File: src/rtl/alu_seq.sv
// rtl/alu_seq.sv - registered ALU: single-cycle logic/arith ops, multi-cycle shift-add MUL and restoring DIV
module alu_seq #(
   parameter int WIDTH = 16
) (
   input  logic             Clock,
   input  logic             Reset,
   input  logic             Start,
   input  logic [WIDTH-1:0] A,
   input  logic [WIDTH-1:0] B,
   input  logic [2:0]       Operacioni,
   input  logic             BNegate,
   output logic             Busy,
   output logic             Done,
   output logic [WIDTH-1:0] Result,
   output logic [WIDTH-1:0] ResultHi,
   output logic             Zero,
   output logic             Overflow,
   output logic             CarryOut
);

   localparam int CW = $clog2(WIDTH + 1);

   localparam logic [2:0] OP_AND = 3'b000;
   localparam logic [2:0] OP_OR  = 3'b001;
   localparam logic [2:0] OP_ADD = 3'b010;
   localparam logic [2:0] OP_SLT = 3'b011;
   localparam logic [2:0] OP_MUL = 3'b100;
   localparam logic [2:0] OP_DIV = 3'b101;
   localparam logic [2:0] OP_XOR = 3'b110;
   localparam logic [2:0] OP_NOR = 3'b111;

   typedef enum logic [1:0] {
      IDLE    = 2'd0,
      MUL_RUN = 2'd1,
      DIV_RUN = 2'd2
   } state_t;

   state_t state, state_nx;

   // opnd holds the multiplicand or divisor; work_lo the multiplier/quotient;
   // work_hi the product high half / partial remainder.
   logic [CW-1:0]    count;
   logic [WIDTH-1:0] opnd;
   logic [WIDTH-1:0] work_lo;
   logic [WIDTH-1:0] work_hi;

   logic load_single, load_mul, load_div, finish;

   // single-cycle datapath signals
   logic             sub;
   logic [WIDTH-1:0] b_eff;
   logic [WIDTH:0]   sum;
   logic             cin_msb;
   logic             add_ovf;
   logic [WIDTH-1:0] s_res;
   logic [WIDTH-1:0] s_hi;
   logic             s_ovf;
   logic             s_cout;

   // iteration datapath signals
   logic [WIDTH:0]   mul_sum;
   logic [WIDTH:0]   div_shift;
   logic             div_ge;
   logic [WIDTH-1:0] div_diff;

   // adder shared by ADD/SUB and SLT; SLT always subtracts
   always_comb begin
      sub     = BNegate | (Operacioni == OP_SLT);
      b_eff   = B ^ {WIDTH{sub}};
      sum     = {1'b0, A} + {1'b0, b_eff} + {{WIDTH{1'b0}}, sub};
      // carry into the MSB recovered from the MSB sum bit and its two inputs
      cin_msb = A[WIDTH-1] ^ b_eff[WIDTH-1] ^ sum[WIDTH-1];
      add_ovf = cin_msb ^ sum[WIDTH];
   end

   // results and flags for ops that complete on the accepting edge
   always_comb begin
      s_res  = '0;
      s_hi   = '0;
      s_ovf  = 1'b0;
      s_cout = 1'b0;
      case (Operacioni)
         OP_AND: s_res = A & B;
         OP_OR:  s_res = A | B;
         OP_ADD: begin
            s_res  = sum[WIDTH-1:0];
            s_ovf  = add_ovf;
            s_cout = sum[WIDTH];
         end
         OP_SLT: begin
            s_res  = {{(WIDTH-1){1'b0}}, sum[WIDTH-1] ^ add_ovf};
            s_ovf  = add_ovf;
            s_cout = sum[WIDTH];
         end
         OP_DIV: begin
            // only reached for divide-by-zero
            s_res = '1;
            s_hi  = A;
            s_ovf = 1'b1;
         end
         OP_XOR: s_res = A ^ B;
         OP_NOR: s_res = ~(A | B);
         default: s_res = '0;
      endcase
   end

   // one shift-add step and one restoring-divide step
   always_comb begin
      mul_sum   = {1'b0, work_hi} + (work_lo[0] ? {1'b0, opnd} : {(WIDTH+1){1'b0}});
      div_shift = {work_hi, work_lo[WIDTH-1]};
      div_ge    = (div_shift >= {1'b0, opnd});
      // remainder stays below the divisor, so the low WIDTH bits are exact
      div_diff  = div_shift[WIDTH-1:0] - opnd;
   end

   // FSM state register
   always_ff @(posedge Clock or posedge Reset) begin
      if (Reset) state <= IDLE;
      else       state <= state_nx;
   end

   // next-state and load/finish strobes
   always_comb begin
      state_nx    = state;
      load_single = 1'b0;
      load_mul    = 1'b0;
      load_div    = 1'b0;
      finish      = 1'b0;
      case (state)
         IDLE: begin
            if (Start) begin
               if (Operacioni == OP_MUL) begin
                  load_mul = 1'b1;
                  state_nx = MUL_RUN;
               end else if ((Operacioni == OP_DIV) && (B != '0)) begin
                  load_div = 1'b1;
                  state_nx = DIV_RUN;
               end else begin
                  load_single = 1'b1;
               end
            end
         end
         MUL_RUN, DIV_RUN: begin
            if (count == '0) begin
               finish   = 1'b1;
               state_nx = IDLE;
            end
         end
         default: state_nx = IDLE;
      endcase
   end

   // iterative operand/accumulator registers and step counter
   always_ff @(posedge Clock or posedge Reset) begin
      if (Reset) begin
         count   <= '0;
         opnd    <= '0;
         work_lo <= '0;
         work_hi <= '0;
      end else if (load_mul) begin
         opnd    <= A;
         work_lo <= B;
         work_hi <= '0;
         count   <= CW'(WIDTH);
      end else if (load_div) begin
         opnd    <= B;
         work_lo <= A;
         work_hi <= '0;
         count   <= CW'(WIDTH);
      end else if ((state == MUL_RUN) && (count != '0)) begin
         work_hi <= mul_sum[WIDTH:1];
         work_lo <= {mul_sum[0], work_lo[WIDTH-1:1]};
         count   <= count - 1'b1;
      end else if ((state == DIV_RUN) && (count != '0)) begin
         work_hi <= div_ge ? div_diff : div_shift[WIDTH-1:0];
         work_lo <= {work_lo[WIDTH-2:0], div_ge};
         count   <= count - 1'b1;
      end
   end

   // registered outputs: updated only on completion, Done pulses for one cycle
   always_ff @(posedge Clock or posedge Reset) begin
      if (Reset) begin
         Busy     <= 1'b0;
         Done     <= 1'b0;
         Result   <= '0;
         ResultHi <= '0;
         Zero     <= 1'b0;
         Overflow <= 1'b0;
         CarryOut <= 1'b0;
      end else begin
         Done <= 1'b0;
         if (load_single) begin
            Done     <= 1'b1;
            Result   <= s_res;
            ResultHi <= s_hi;
            Zero     <= (s_res == '0);
            Overflow <= s_ovf;
            CarryOut <= s_cout;
         end else if (load_mul || load_div) begin
            Busy <= 1'b1;
         end else if (finish) begin
            Busy     <= 1'b0;
            Done     <= 1'b1;
            Result   <= work_lo;
            ResultHi <= work_hi;
            Zero     <= (work_lo == '0);
            Overflow <= (state == MUL_RUN) ? (work_hi != '0) : 1'b0;
            CarryOut <= 1'b0;
         end
      end
   end

endmodule

File: config.mk
export PLATFORM = sky130hd
export DESIGN_NAME = alu_seq
export DESIGN_NICKNAME = d
export VERILOG_FILES = /design/src/rtl/alu_seq.sv
export SDC_FILE = /design/constraint.sdc
export NUM_CORES = 1
export LEC_CHECK = 0
export ABC_AREA = 1
export CORE_MARGIN = 2
export CORE_UTILIZATION = 60
export DETAILED_ROUTE_END_ITERATION = 12
export HOLD_SLACK_MARGIN = 0.05
export PLACE_DENSITY = 0.9
export REMOVE_ABC_BUFFERS = 1
export SETUP_SLACK_MARGIN = 0.3
export SLEW_MARGIN = 20
export SYNTH_ARGS = -nofsm -noshare
export SYNTH_HDL_FRONTEND = slang
export SYNTH_SLANG_ARGS = --single-unit
File: constraint.sdc
create_clock -name Clock -period 3.8 [get_ports Clock]
set_input_delay 0.76 -clock Clock [delete_from_list [all_inputs] [get_ports Clock]]
set_output_delay 0.76 -clock Clock [all_outputs]
set_load 0.03 [all_outputs]
Yosys cells after proc, flatten, opt, wreduce, memory -nomap -nowiden
Index checks and enable logic that the tools add are counted.
{ "op_classes": {"n_addsub": 5, "n_lt_le_gt_ge": 1, "eq_ne": 13, "n_mux": 58, "bitwise": 11, "n_reduce_logical": 21} }
{ "ops": {"columns": ["op", "n"], "rows": [
  ["2-to-1 mux 16 bit", 19],
  ["case mux 16 bit (7 select lines)", 1],
  ["adder 16 x 16 -> 17 bit", 2],
  ["logical NOT 16 bit", 2],
  ["nonzero test 16 bit", 2],
  ["XOR 16 bit", 2],
  ["2-to-1 mux 1 bit", 28],
  ["2-to-1 mux 5 bit", 4],
  ["adder 17 x 1 -> 17 bit", 1],
  [">= comparator 17 x 16 -> 1 bit", 1],
  ["bitwise AND 16 bit", 1],
  ["inverter 16 bit", 1],
  ["bitwise OR 16 bit", 1],
  ["subtractor 16 bit", 1],
  ["equality test 3 bit (second input constant)", 4],
  ["2-to-1 mux 2 bit", 4],
  ["equality test 3 x 2 -> 1 bit (second input constant)", 2],
  ["inequality test 2 bit (second input constant)", 3],
  ["nonzero test 2 bit", 3],
  ["logical NOT 5 bit", 1],
  ["nonzero test 5 bit", 1],
  ["subtractor 5 x 1 -> 5 bit (second input constant)", 1],
  ["case mux 2 bit (2 select lines)", 1],
  ["AND reduction 2 bit", 2],
  ["15 further kinds", 21]
]} }
{ "word_totals": {"regBits": 92, "in_bits": 39, "out_inout_bits": 37, "elab_cells": 121} }

Logic depth before layout (Yosys ltp)
{ "logic_depth": {"depth_word": 11, "mapped_depth": 20, "ltp_nobuf": 19} }

Worst setup path after synthesis
OpenSTA, ideal clock, no wires.
{ "synth_timing": {"path_type": "input -> register", "startpoint": "in Operacioni[1]", "endpoint": "reg Zero", "setup_time_ps": 77, "arrival_ps": 2999, "required_ps": 3723, "path_slack_ps": 724, "cell_stages": 18, "path_buffers": 2, "cell_sequence": "buf_4 nand3_2 nand2_1 buf_2 xor2_1 ha_1 nand2_1 nor2_1 nand2_1 inv_1 nand3_1 a21oi_1 nor2_1 nor2_1 nand3_1 nor2_1 nand4_1 a21oi_1"} }
{ "synth_via": {"elab_chain_cells": 11, "word_cells_on_any_way": 35, "cone_classes": "add/sub: 2; eq/ne: 8; mux: 13; bitwise: 6; reduce/logical: 6"} }
{ "synth_rtl": {"columns": ["element", "line", "source"], "rows": [
  ["start, declared", "10", "input logic [2:0] Operacioni,"],
  ["equality test 3 x 2 -> 1 bit", "68, 82", null],
  ["bitwise OR 1 bit", "68", "sub = BNegate | (Operacioni == OP_SLT);"],
  ["XOR 16 bit", "69", "b_eff = B ^ {WIDTH{sub}};"],
  ["adder 16 x 16 -> 17 bit", "70", "sum = {1'b0, A} + {1'b0, b_eff} + {{WIDTH{1'b0}}, sub};"],
  ["adder 17 x 1 -> 17 bit", "70", null],
  ["XOR 1 bit", "72", "cin_msb = A[WIDTH-1] ^ b_eff[WIDTH-1] ^ sum[WIDTH-1];"],
  ["XOR 1 bit", "73", "add_ovf = cin_msb ^ sum[WIDTH];"],
  ["XOR 1 bit", "91", "s_res = {{(WIDTH-1){1'b0}}, sum[WIDTH-1] ^ add_ovf};"],
  ["case mux 16 bit (7 select lines)", "82", "case (Operacioni)"],
  ["logical NOT 16 bit", "197", "Zero <= (s_res == '0);"],
  ["2-to-1 mux 1 bit", "193", "if (load_single) begin"],
  ["end signal, assigned", "197", null],
  ["end signal, assigned", "207", "Zero <= (work_lo == '0);"],
  ["end, declared", "16", "output logic Zero,"]
]} }
Parallel ways exist; a longest one is shown, timed or not.
A chain may end at the register's enable or synchronous reset.

Final worst setup path
{ "layout_timing": {"startpoint": "in Operacioni[2]", "endpoint": "reg Zero"} }
Same word-level chain as after synthesis.

==> impl_metrics.toml <==
[pwr]
p_leak_uw = 0.00504
fin_total_pwr_uw = 7890
vdd_drop_max_mv = 0.393
powerDensity_nw_per_um2 = 765

[synthesis]
syn_area_sq_um = 8910
seq_area_frac_synth_pct = 25.8
synthDistinctLibCells = 52
yosysMostFrequentCell = "nand2_1"
postSynthCellCount = 1293
syn_avg_cell_area_sq_um = 6.89
synth_top_flop_cell = "dfrtp_1"
ys_warn_count = 0
synth_top_area_share_pct = 25.8
ys_top_cells_by_area = "dfrtp_1, nand2_1, ha_1"
synth.largest_area_cell = "dfrtp_1"
synthArstFlopShare_pct = 100
synth_commonest_cells = "nand2_1, inv_1, o21ai_0, dfrtp_1, nor2_1"
synth_seq_cells = 92
synth_edf_count = 0

[timing]
period_minus_slack_ns = 3.27
setup_viol = 0
holdWs_ns = 0.474
tightestPinTransition_ns = 0.899
hold_violations = 0
grt_setup_unrepaired = "false"
fin_setup_tns_ns = 0
max-slew-margin-rel_pct = 40.1
setup_ws_ns = 0.528
fin_crit_sh_pct = 86.1
clock_skew_ns = 0.00768
fmax_ghz = 0.306
maxSlewViolCount = 0

[routing]
drt_iter0_markers = 1031
routedWlPerCell_um = 18.5
drc = 0
drt-total-wl_um = 28700
ant_nets = 0
vias = 9551
vias_per_cell = 6.13
dr.pass1.iters = 8

[finish]
antenna_cells = 0
fin_nets = 1495
drive_gt1_share_pct = 8.37
post-route-util_pct = 71.0
layout-area-overhead-vs-synth_pct = 15.8

[global_routing]
antenna_found_initial = 0
grt_overflow = 0
grt_pass1_vias = 9401
grt_max_degree = 93
grt_pass1_wl_um = 46700
grt_use_total_pct = 36.5

[clock_tree]
cts_tree = "yes"
root_buffer = "clkbuf_16"
cts_buffers = 9
clockBufferDepth = 2
cts.sinks = 92
clkSlewWorstSetupHoldPaths_ns = 0.07
clk_latency_ns = 0.35
cts.htree.levels = 3

[place]
port_buffers = 75
hpwl_um = 22100
routabilityCongestion = 0.970
pre_cts_ws_ns = -0.0246

[worst_hold_path]
hold_path.class = "register to register"

[floorplanning]
die_h_um = 126
dieArea_sq_um = 15800
initial_utilization_pct = 61.3
die_w_um = 126
top_level_ports = 76
core_area_sq_um = 14500
row_count = 44

[worst_setup_path]
cp_cell_sequence = "clkdlybuf4s50_1 -> inv_2 -> nand3_2 -> buf_4 -> nand3_2 -> nand2_1 -> inv_1 -> fa_1 -> or2_2 -> nand3_1 -> o211ai_1 -> nor2_1 -> nand3_1 -> nor2_1 -> nand3_1 -> nor2_1 -> nand4_1 -> a21oi_1"
path_max_fanout = 4
start_kind = "input pin"
critPathRequiredTime_ns = 4.08
end_kind = "register"
crit_type = "input pin to register"
cpPeakStageDelay_ns = 0.52
r2r_slack_ns = 0.72
critPathArrivalTime_ns = 3.55
critPathSlowestCell = "clkdlybuf4s50_1"

[flow_run]
max_cap_viol_count = 0

[status]
status = "finished clean"
## cells by family after synthesis
kind of cell / share of synthesized area (%)
compound gates: 21.2
xor+xnor: 2.85
fa+ha+maj: 12.5
buf+inv: 10.3
flops: 25.8
simple gates: 27.3
## final cells by class
type | instances | area, sq um
repair buffers | 110 | 1040
flip-flops and latches | 92 | 2300
multi-input cells | 976 | 5750
inverters | 180 | 686
fillers | 1213 | 4220
clock inverters | 6 | 76.3
clock buffers | 10 | 239
well taps | 184 | 230
## routing by layer
layer	up-vias	wire, um	track usage (%)
met5	-	0	0
met4	0	1450	19.5
met3	103	2200	5.31
met2	502	13600	60.4
met1	4438	11500	46.5
li1	4508	-	-
## flip-flops by register name (all words and copies together), names as in the netlist
| signal | cells |
|---|---|
| Overflow | 1 |
| CarryOut | 1 |
| state | 2 |
| count | 5 |
| work_hi | 16 |
| work_lo | 16 |
| opnd | 16 |
| Done | 1 |
| Result | 16 |
| ResultHi | 16 |
| Zero | 1 |
| Busy | 1 |
## critical path: cells and delay by family
kind	cells	cell delay, ns
and+or+nand+nor	11	1.40
buffers and inverters	4	0.76
AOI/OAI and AO/OA	2	0.20
adders and majority gates	1	0.41
## where the power goes
group | switching [uW] | internal (uW)
combinational | 3190 | 1850
sequential | 449 | 1430
clock | 431 | 543
## placed cells by master, fill, tap and decap left out, types with 4 or more instances in the layout
master	Yosys	layout
nand2_1	309	305
inv_1	165	164
o21ai_0	108	107
dfrtp_1	92	92
nor2_1	89	84
ha_1	84	83
nand3_1	80	77
clkdlybuf4s50_1	0	75
o211ai_1	69	69
a21oi_1	64	63
buf_4	5	33
o21ai_1	23	24
xor2_1	21	21
nand4_1	18	18
inv_2	13	13
nand3_2	6	9
nor3_1	10	9
clkbuf_16	0	9
xnor2_1	8	8
nor2_2	4	7
or2_2	7	7
nand3b_1	6	6
a211oi_1	6	6
nor4_1	6	6
nor2_4	3	5
nand2_2	1	5
a22o_1	5	5
a31oi_1	5	5
o21bai_1	4	4
a221oi_1	4	4
a21boi_0	4	4
o221ai_1	4	4
a21o_1	4	4
inv_6	0	4
## through the flow
stage | area [sq um] | std cells
finish | 10300 | 1558
global route | 10300 | 1558
CTS | 10200 | 1556
detailed placement | 9930 | 1540
global placement | 9930 | 1540
floorplan | 8670 | 1248
## worst paths after layout
kind | startpoint | cells past startpoint | endpoint
hold / removal | ResultHi[15] | 2 | ResultHi[15]
hold reg to reg | ResultHi[15] | 2 | ResultHi[15]
max in group asynchronous | Reset | 3 | work_lo[0]
min in group asynchronous | Reset | 3 | Result[13]
setup / recovery | Operacioni[2] | 18 | Zero
setup reg to reg | work_lo[0] | 13 | work_hi[7]
## what timing repair did
| action | CTS | global route |
|---|---|---|
| gates resized for setup | 0 | 17 |
| setup buffers | 0 | 2 |
| hold buffers | 0 | 0 |
| endpoints found under the setup margin | 0 | 2 |
Note: power is estimated with default switching activity, not from simulation.
